## src/rtl/multi_cycle_control_pkg.sv

```systemverilog
// Shared encodings for the multi-cycle MIPS control FSM.
// Latency: n/a (types, constants and pure decode helpers only).
// Backpressure: n/a.
package multi_cycle_control_pkg;

    typedef enum logic [3:0] {
        S_FETCH   = 4'd0,
        S_DECODE  = 4'd1,
        S_MEM_ADR = 4'd2,
        S_MEM_RD  = 4'd3,
        S_MEM_WB  = 4'd4,
        S_MEM_WR  = 4'd5,
        S_R_EXEC  = 4'd6,
        S_ALU_WB  = 4'd7,
        S_BRANCH  = 4'd8,
        S_I_EXEC  = 4'd9,
        S_JUMP    = 4'd10,
        S_TRAP    = 4'd11
    } state_t;

    localparam logic [5:0] OP_RTYPE = 6'b000000;
    localparam logic [5:0] OP_J     = 6'b000010;
    localparam logic [5:0] OP_JAL   = 6'b000011;
    localparam logic [5:0] OP_BEQ   = 6'b000100;
    localparam logic [5:0] OP_BNE   = 6'b000101;
    localparam logic [5:0] OP_ADDI  = 6'b001000;
    localparam logic [5:0] OP_SLTI  = 6'b001010;
    localparam logic [5:0] OP_ANDI  = 6'b001100;
    localparam logic [5:0] OP_ORI   = 6'b001101;
    localparam logic [5:0] OP_LW    = 6'b100011;
    localparam logic [5:0] OP_SW    = 6'b101011;
    localparam logic [5:0] FN_JR    = 6'b001000;

    // alu_op encoding shared with the single-cycle control
    localparam logic [2:0] ALU_ADD   = 3'b000;
    localparam logic [2:0] ALU_RTYPE = 3'b001;
    localparam logic [2:0] ALU_AND   = 3'b010;
    localparam logic [2:0] ALU_OR    = 3'b011;
    localparam logic [2:0] ALU_BEQ   = 3'b100;
    localparam logic [2:0] ALU_BNE   = 3'b101;
    localparam logic [2:0] ALU_SLT   = 3'b110;

    localparam logic [1:0] PC_ALU    = 2'b00;
    localparam logic [1:0] PC_BRANCH = 2'b01;
    localparam logic [1:0] PC_JUMP   = 2'b10;
    localparam logic [1:0] PC_JR     = 2'b11;

    localparam logic [1:0] RD_RT = 2'b00;
    localparam logic [1:0] RD_RD = 2'b01;
    localparam logic [1:0] RD_RA = 2'b10;

    localparam logic [1:0] M2R_ALU = 2'b00;
    localparam logic [1:0] M2R_MDR = 2'b01;
    localparam logic [1:0] M2R_PC  = 2'b10;

    localparam logic [1:0] SRCB_RT     = 2'b00;
    localparam logic [1:0] SRCB_FOUR   = 2'b01;
    localparam logic [1:0] SRCB_IMM    = 2'b10;
    localparam logic [1:0] SRCB_IMM_SH = 2'b11;

    // State following DECODE; S_TRAP marks an opcode we do not implement.
    function automatic state_t decode_target(input logic [5:0] op, input logic [5:0] fn);
        case (op)
            OP_RTYPE:                          return (fn == FN_JR) ? S_JUMP : S_R_EXEC;
            OP_J, OP_JAL:                      return S_JUMP;
            OP_BEQ, OP_BNE:                    return S_BRANCH;
            OP_LW, OP_SW:                      return S_MEM_ADR;
            OP_ADDI, OP_ANDI, OP_ORI, OP_SLTI: return S_I_EXEC;
            default:                           return S_TRAP;
        endcase
    endfunction

    // ALU operation for the immediate-arithmetic group
    function automatic logic [2:0] imm_alu_op(input logic [5:0] op);
        case (op)
            OP_ANDI: return ALU_AND;
            OP_ORI:  return ALU_OR;
            OP_SLTI: return ALU_SLT;
            default: return ALU_ADD;
        endcase
    endfunction

endpackage

```

## src/rtl/multi_cycle_control_mem_wait_timer.sv

```systemverilog
// Counts memory wait cycles and flags the cycle in which the count reaches WAIT_LIMIT.
// Latency: expire is combinational from inc and the registered count.
// Backpressure: none; clr wins over inc, count saturates at WAIT_LIMIT.
module multi_cycle_control_mem_wait_timer #(
    parameter int WAIT_LIMIT = 15
) (
    input  logic clk,
    input  logic reset_n,
    input  logic clr,
    input  logic inc,
    output logic expire
);
    localparam int CW = $clog2(WAIT_LIMIT + 1);

    logic [CW-1:0] cnt;

    // wait counter: clear on request boundaries, count stalled request cycles
    always_ff @(posedge clk) begin
        if (!reset_n || clr) begin
            cnt <= '0;
        end else if (inc && (cnt != CW'(WAIT_LIMIT))) begin
            cnt <= cnt + CW'(1);
        end
    end

    // this stalled cycle is the one that brings the count to the limit
    assign expire = inc && (cnt >= CW'(WAIT_LIMIT - 1));

endmodule

```

## src/rtl/multi_cycle_control.sv

```systemverilog
// Multi-cycle MIPS control FSM; optional trap state enabled by macro ILLEGAL_TRAP_EN.
// Latency: branch/jump 3, R/I-type/sw 4, lw 5 cycles plus one per memory wait cycle.
// Backpressure: FETCH/MEM_RD/MEM_WR hold until mem_ready; strobes forced low while reset_n=0.
module multi_cycle_control
    import multi_cycle_control_pkg::*;
#(
    parameter int WAIT_LIMIT = 15,
    parameter int CNT_W      = 32
) (
    input  logic             clk,
    input  logic             reset_n,
    input  logic [5:0]       opcode,
    input  logic [5:0]       funct,
    input  logic             zero,
    input  logic             mem_ready,
    output logic             mem_req,
    output logic             mem_we,
    output logic             i_or_d,
    output logic             ir_write,
    output logic             pc_en,
    output logic [1:0]       pc_src,
    output logic             reg_write,
    output logic [1:0]       reg_dst,
    output logic [1:0]       mem_to_reg,
    output logic             alu_src_a,
    output logic [1:0]       alu_src_b,
    output logic [2:0]       alu_op,
    output logic [3:0]       state,
    output logic             instr_done,
    output logic [CNT_W-1:0] retired,
    output logic             illegal_op,
    output logic             mem_timeout
);
`ifdef ILLEGAL_TRAP_EN
    localparam bit TRAP_EN = 1'b1;
`else
    localparam bit TRAP_EN = 1'b0;
`endif

    state_t           state_q, state_d, dec_tgt;
    logic             rtype_q;
    logic [CNT_W-1:0] retired_q;
    logic             wait_clr, wait_inc, wait_expire, wait_trap;
    logic             is_bne, is_jr, is_illegal, next_is_mem;

    assign dec_tgt    = decode_target(opcode, funct);
    assign is_illegal = (dec_tgt == S_TRAP);
    assign is_bne     = (opcode == OP_BNE);
    assign is_jr      = (opcode == OP_RTYPE) && (funct == FN_JR);
    assign wait_trap  = TRAP_EN && wait_expire;
    assign next_is_mem = (state_d == S_FETCH) || (state_d == S_MEM_RD) || (state_d == S_MEM_WR);

    assign wait_inc = mem_req && !mem_ready;
    assign wait_clr = ((state_d != state_q) && next_is_mem) || (mem_req && mem_ready);

    multi_cycle_control_mem_wait_timer #(.WAIT_LIMIT(WAIT_LIMIT)) u_mem_wait_timer (
        .clk     (clk),
        .reset_n (reset_n),
        .clr     (wait_clr),
        .inc     (wait_inc),
        .expire  (wait_expire)
    );

    // state register
    always_ff @(posedge clk) begin
        if (!reset_n) state_q <= S_FETCH;
        else          state_q <= state_d;
    end

    // next-state decode
    always_comb begin
        state_d = state_q;
        case (state_q)
            S_FETCH:   if (mem_ready) state_d = S_DECODE;
                       else if (wait_trap) state_d = S_TRAP;
            S_DECODE:  state_d = (is_illegal && !TRAP_EN) ? S_FETCH : dec_tgt;
            S_MEM_ADR: state_d = (opcode == OP_LW) ? S_MEM_RD : S_MEM_WR;
            S_MEM_RD:  if (mem_ready) state_d = S_MEM_WB;
                       else if (wait_trap) state_d = S_TRAP;
            S_MEM_WR:  if (mem_ready) state_d = S_FETCH;
                       else if (wait_trap) state_d = S_TRAP;
            S_R_EXEC:  state_d = S_ALU_WB;
            S_I_EXEC:  state_d = S_ALU_WB;
            S_MEM_WB:  state_d = S_FETCH;
            S_ALU_WB:  state_d = S_FETCH;
            S_BRANCH:  state_d = S_FETCH;
            S_JUMP:    state_d = S_FETCH;
            S_TRAP:    state_d = TRAP_EN ? S_TRAP : S_FETCH;
            default:   state_d = S_FETCH;
        endcase
    end

    // output decode; write strobes are suppressed while reset is asserted
    always_comb begin
        mem_req    = 1'b0;
        mem_we     = 1'b0;
        i_or_d     = 1'b0;
        ir_write   = 1'b0;
        pc_en      = 1'b0;
        pc_src     = PC_ALU;
        reg_write  = 1'b0;
        reg_dst    = RD_RT;
        mem_to_reg = M2R_ALU;
        alu_src_a  = 1'b0;
        alu_src_b  = SRCB_RT;
        alu_op     = ALU_ADD;
        instr_done = 1'b0;
        case (state_q)
            S_FETCH: begin
                mem_req   = 1'b1;
                alu_src_b = SRCB_FOUR;
                ir_write  = mem_ready;
                pc_en     = mem_ready;
            end
            S_DECODE: begin
                alu_src_b  = SRCB_IMM_SH;
                instr_done = is_illegal && !TRAP_EN;
            end
            S_MEM_ADR: begin
                alu_src_a = 1'b1;
                alu_src_b = SRCB_IMM;
            end
            S_MEM_RD: begin
                mem_req = 1'b1;
                i_or_d  = 1'b1;
            end
            S_MEM_WB: begin
                reg_write  = 1'b1;
                mem_to_reg = M2R_MDR;
                instr_done = 1'b1;
            end
            S_MEM_WR: begin
                mem_req    = 1'b1;
                mem_we     = 1'b1;
                i_or_d     = 1'b1;
                instr_done = mem_ready;
            end
            S_R_EXEC: begin
                alu_src_a = 1'b1;
                alu_op    = ALU_RTYPE;
            end
            S_I_EXEC: begin
                alu_src_a = 1'b1;
                alu_src_b = SRCB_IMM;
                alu_op    = imm_alu_op(opcode);
            end
            S_ALU_WB: begin
                reg_write  = 1'b1;
                reg_dst    = rtype_q ? RD_RD : RD_RT;
                instr_done = 1'b1;
            end
            S_BRANCH: begin
                alu_src_a  = 1'b1;
                alu_op     = is_bne ? ALU_BNE : ALU_BEQ;
                pc_src     = PC_BRANCH;
                pc_en      = zero ^ is_bne;
                instr_done = 1'b1;
            end
            S_JUMP: begin
                pc_en      = 1'b1;
                instr_done = 1'b1;
                if (is_jr) begin
                    pc_src = PC_JR;
                end else begin
                    pc_src = PC_JUMP;
                    if (opcode == OP_JAL) begin
                        reg_write  = 1'b1;
                        reg_dst    = RD_RA;
                        mem_to_reg = M2R_PC;
                    end
                end
            end
            default: ;
        endcase
        if (!reset_n) begin
            mem_req    = 1'b0;
            mem_we     = 1'b0;
            ir_write   = 1'b0;
            pc_en      = 1'b0;
            reg_write  = 1'b0;
            instr_done = 1'b0;
        end
    end

    // remember whether ALU_WB follows an R-type (rd) or an immediate op (rt)
    always_ff @(posedge clk) begin
        if (!reset_n)                  rtype_q <= 1'b0;
        else if (state_q == S_R_EXEC)  rtype_q <= 1'b1;
        else if (state_q == S_I_EXEC)  rtype_q <= 1'b0;
    end

    // retired-instruction counter, wraps naturally
    always_ff @(posedge clk) begin
        if (!reset_n)        retired_q <= '0;
        else if (instr_done) retired_q <= retired_q + CNT_W'(1);
    end

`ifdef ILLEGAL_TRAP_EN
    logic illegal_q, timeout_q;

    // sticky fault flags, cleared only by reset
    always_ff @(posedge clk) begin
        if (!reset_n) begin
            illegal_q <= 1'b0;
            timeout_q <= 1'b0;
        end else begin
            if (state_q == S_DECODE && is_illegal) illegal_q <= 1'b1;
            if (wait_trap)                         timeout_q <= 1'b1;
        end
    end

    assign illegal_op  = illegal_q;
    assign mem_timeout = timeout_q;
`else
    assign illegal_op  = 1'b0;
    assign mem_timeout = 1'b0;
`endif

    assign state   = state_q;
    assign retired = retired_q;

endmodule

```

## config.mk

```make
export PLATFORM = sky130hd
export DESIGN_NAME = multi_cycle_control
export DESIGN_NICKNAME = d
export VERILOG_FILES = /design/src/rtl/multi_cycle_control_pkg.sv /design/src/rtl/multi_cycle_control_mem_wait_timer.sv /design/src/rtl/multi_cycle_control.sv
export SDC_FILE = /design/constraint.sdc
export NUM_CORES = 1
export LEC_CHECK = 0
export BUFFER_PORTS_ARGS = -buffer_cell sky130_fd_sc_hd__buf_2
export CAP_MARGIN = 15
export CORE_MARGIN = 2
export CORE_UTILIZATION = 50
export DETAILED_ROUTE_END_ITERATION = 7
export PLACE_DENSITY = 0.75
export SETUP_SLACK_MARGIN = 0.5
export SLEW_MARGIN = 40
export SYNTH_ARGS = -nofsm -noshare
export SYNTH_HDL_FRONTEND = slang
export SYNTH_SLANG_ARGS = --single-unit
```

## constraint.sdc

```tcl
create_clock -name clk -period 3.9 [get_ports clk]
set_input_delay 0.585 -clock clk [delete_from_list [all_inputs] [get_ports clk]]
set_output_delay 0.585 -clock clk [all_outputs]
set_load 0.02 [all_outputs]
```

Yosys cells after proc, flatten, opt, wreduce, memory -nomap -nowiden
Index checks and enable logic that the tools add are counted.

storage, ports and cells
  input port bits = 16
  register bits after elaboration = 37
  output and inout bits = 57

operators by class
  add/sub/neg operators = 1
  bitwise gates (word level) = 1
  multiplexer cells = 37
  reduce and logical (&&, ||, !) cells = 16
  equal/unequal tests = 25

operators with widths
  cell                                           count
  adder 32 x 1 -> 32 bit, second input constant  1
  == test 6 x 4 -> 1 bit, second input constant  5
  case mux 4 bit (6 select lines)                1
  2-to-1 mux 4 bit                               5
  case mux 4 bit (5 select lines)                1
  2-to-1 mux 1 bit                               18
  case mux 3 bit (3 select lines)                2
  == test 4 x 3 -> 1 bit, second input constant  4
  == test 4 bit, second input constant           4
  OR reduction 2 bit                             7
  == test 6 x 2 -> 1 bit, second input constant  2
  == test 6 x 3 -> 1 bit, second input constant  2
  == test 6 bit, second input constant           2
  case mux 2 bit (2 select lines)                3
  OR reduction 4 bit                             3
  == test 4 x 2 -> 1 bit, second input constant  2
  logical NOT 6 bit                              1
  != test 2 bit, second input constant           3
  case mux 1 bit (3 select lines)                2
  case mux 2 bit (3 select lines)                1
  == test 4 x 1 -> 1 bit, second input constant  1
  logical NOT 4 bit                              1
  2-to-1 mux 2 bit                               2
  2-to-1 mux 3 bit                               1
  6 further kinds                                6

Logic depth before layout (Yosys ltp)
  depth in word-level cells = 6
  depth in mapped cells = 9
  mapped depth without buffers = 5

Worst setup path before layout
No wires, ideal clock.

  path type = reg2out
  from = register state_q[0] (netlist: state[0])
  to = output port instr_done
  data required time = 3315 ps
  cell stages (with the launch flop) = 8
  path buffers = 3
  setup slack = 960 ps
  arrival = 2355 ps
  path through = dfxtp_1 or4b_1 a221o_1 and2_1 buf_6 clkbuf_1 buf_2 nor3_1

between the ends
  word-level cells in the longest chain between the ends = 4

ends and longest elaborated chain
  element                                                  RTL line                    source
  from (decl)                                              multi_cycle_control.sv:40   state_t state_q, state_d, dec_tgt;
  from (signal assigned)                                   multi_cycle_control.sv:67   else state_q <= state_d;
  == test 4 bit or == test 4 x 3 -> 1 bit (tied branches)  multi_cycle_control.sv:108  case (state_q)
  OR reduction 4 bit (no source line)                      n/a
  case mux 1 bit (3 select lines) (*)                      multi_cycle_control.sv:108
  2-to-1 mux 1 bit (*)                                     multi_cycle_control.sv:175  if (!reset_n) begin
  to (decl)                                                multi_cycle_control.sv:29   output logic instr_done,

Every way passes the cells marked *; elsewhere a longest branch is shown, timed or not.

Worst setup path in the final report
  from = register state_q[1] (netlist: state[1])
  to = output port instr_done

The elaborated chain is that of the path after synthesis.

==> results.toml <==
[worst_setup_path]
worstPathArrival_ps = 2560
crit_type = "reg -> out"
cp-start-kind = "flop"
crit_slowest_cell = "or4b_1"
critPathMaxStageDelay_ps = 610
worst-path-max-fanout = 34
r2r_setup_slack_ps = 1020
path_cells = "or4b_1, a221o_1, and2_2, nor3_1, buf_2"
cp.required_ps = 3310
cp-end-kind = "primary output"

[clocking]
hold_buffers = 0
root_buffer = "clkbuf_8"
clkTransAtPathRegs_ps = 70
insertion_delay_ps = 290
clock-sinks = 37
cts-buffers-inserted = 5
cts_tree = "yes"
ctsHtreeMaxLevel = 2
cts_buffer_depth = 2
postCtsSetupBuffers = 0
ctsResizeCount = 0

[floorplan]
die_w_um = 75.9
ios = 73
fp.dieH_um = 75.9
rows = 26
die-area_mm2 = 0.00577
initial_utilization = 0.513
coreArea_mm2 = 0.00504

[final_layout]
layout.nets = 410
final_design_area_no_fill_mm2 = 0.00299
antenna_cells = 0
area_delta_synth_final_pct = 15.7
layout-drive-gt1-share = 0.219
nFillCells = 500
instances_no_fill = 462

[pwr]
peakVddDrop_v = 0.000140
total_power_uw = 751
leakagePower_nw = 1.14
power_density_mw_per_mm2 = 251

[timing]
setup_viol = 0
rsz0062_at_grt = "no"
clock.fmax_mhz = 318
slew-limit-headroom = 0.449
whs_ps = 478
period_share = 0.805
setup_tns_ps = 0
finalHoldViolCount = 0
period_minus_slack_ps = 3140
worst_pin_slew_ps = 805
drv_slew = 0
finalClockSkew_ps = 5.92

[detailed_routing]
wl_met2_mm = 3.14
vias = 2908
top_layer = "met4"
wire_per_inst_um = 15.6
viasPerCell = 6.29
drc = 0
dr.pass1.iters = 5
met3_length_um = 485
postRouteAntennaNets = 0
drt_iter0_markers = 220
wl_met1_mm = 3.47
wl_mm = 7.20

[yosys]
netlist_area_mm2 = 0.00259
muxShareOfSynthArea = 0.00774
yosysMostFrequentCell = "dfxtp_1"
synthAdderAreaFrac = 0.00484
synth_xor_area_frac = 0.00677
synth-simple-area-share = 0.342
ys_types = 54
synth_area_per_cell_um2 = 7.54
syn_inst = 343
synth_common_cells = "dfxtp_1 (37), a21oi_1 (25), clkbuf_1 (22), nand2b_1 (21), nor2_1 (21)"
yosys.area.top_type = "dfxtp_1"
ys_seq_elements = 37
yosys_warnings = 0
ys.flop_type = "dfxtp_1"
synth_edf_count = 0
synth.top_cell.area_share = 0.286
ys_seq_area_frac = 0.286
ys_top_cells_by_area = "dfxtp_1 (29%), nand2b_1 (5.1%), a21oi_1 (4.8%), o311ai_0 (4.7%), o41ai_1 (4.7%)"
synth_top_family_by_area = "simple AND/OR/NAND/NOR gates"
synth_compound_area_frac = 0.275
async_reset_ff_frac = 0

[grt]
grt_pass1_vias = 2529
antenna_found_initial = 0
grt_max_degree = 41
grt_pass1_wl_mm = 12.1
track_usage = 0.249
grt_overflow = 0

[flow_run]
drv_cap = 0

[place]
placed_area_mm2 = 0.00292
gp_congestion = 0.900
dp.cells = 456
dpl.hpwl_mm = 4.89
port_buffers = 70

[outcome]
status = "finished, final reports clean"

[worst_hold_path]
hold_path_class = "reg -> reg"
kinds of logic after synthesis:
family | count (synthesis)
buffers and inverters | 44
adder cells (fa/ha/maj) | 1
other | 1
flip-flops | 37
AO/OA/AOI/OAI | 101
AND/OR/NAND/NOR | 155
multiplexers | 2
XOR/XNOR | 2
layout by cell type, fill, tap and decap left out, types with 6 or more instances in the layout:
cell	Yosys	routed
a21oi_1	25	25
or4_1	14	14
o311ai_0	14	14
nand4_1	19	19
nor2_1	21	21
o21ai_0	15	15
nand2b_1	21	21
o31ai_1	14	14
nand2_1	19	19
inv_1	11	11
nand3_1	13	13
buf_2	4	70
nor3_1	7	7
and3_1	6	6
dfxtp_1	37	37
and2_1	8	7
nor4_1	7	7
o41ai_1	14	14
report_power, final:
group | leakage [nW] | internal, mW | switching, mW | total, mW
sequential | 0.298 | 0.380 | 0.00661 | 0.387
combinational | 0.805 | 0.0333 | 0.0781 | 0.111
clock | 0.0399 | 0.118 | 0.135 | 0.253
stage by stage:
stage          worst slack [ps]   util
2_1_floorplan               960      -
3_3_place_gp               1080  0.579
3_5_place_dp               1050  0.579
4_1_cts                     761  0.594
5_1_grt                     510  0.594
6_report                    760  0.594
sequential cells by signal (all words and copies together), names as in the netlist:
register  cells
rtype_q       1
state         4
retired      32
critical path: cells and delay by family (launching register included):
family / cells / cell delay, ps
AND/OR/NAND/NOR: 3 / 1230
flip-flops: 1 / 550
AO/OA/AOI/OAI: 1 / 280
buffers and inverters: 1 / 200
routing by layer:
layer	GRT usage	vias to the layer above
li1	-	1426
met1	0.354	1367
met2	0.375	104
met3	0.0583	11
met4	0.0800	0
met5	0	-
area by class of cell:
cell class                 instances  area [um^2]  area share
clock buffer                       5         68.8      0.0230
clock inverter                     1         5.00     0.00167
inverter                          11         41.3      0.0138
multi-input combinational        263         1660       0.555
sequential                        37          741       0.247
tap                               70         87.6      0.0293
timing repair buffer              75          388       0.130
path summary, 6_finish.rpt:
kind | start | cells past startpoint | to
hold / removal | retired[31] | 2 | retired[31]
setup / recovery | state[1] | 5 | instr_done
setup reg to reg | state[1] | 6 | retired[4]
hold reg to reg | retired[31] | 2 | retired[31]
Power figures use the tool's default switching activity.
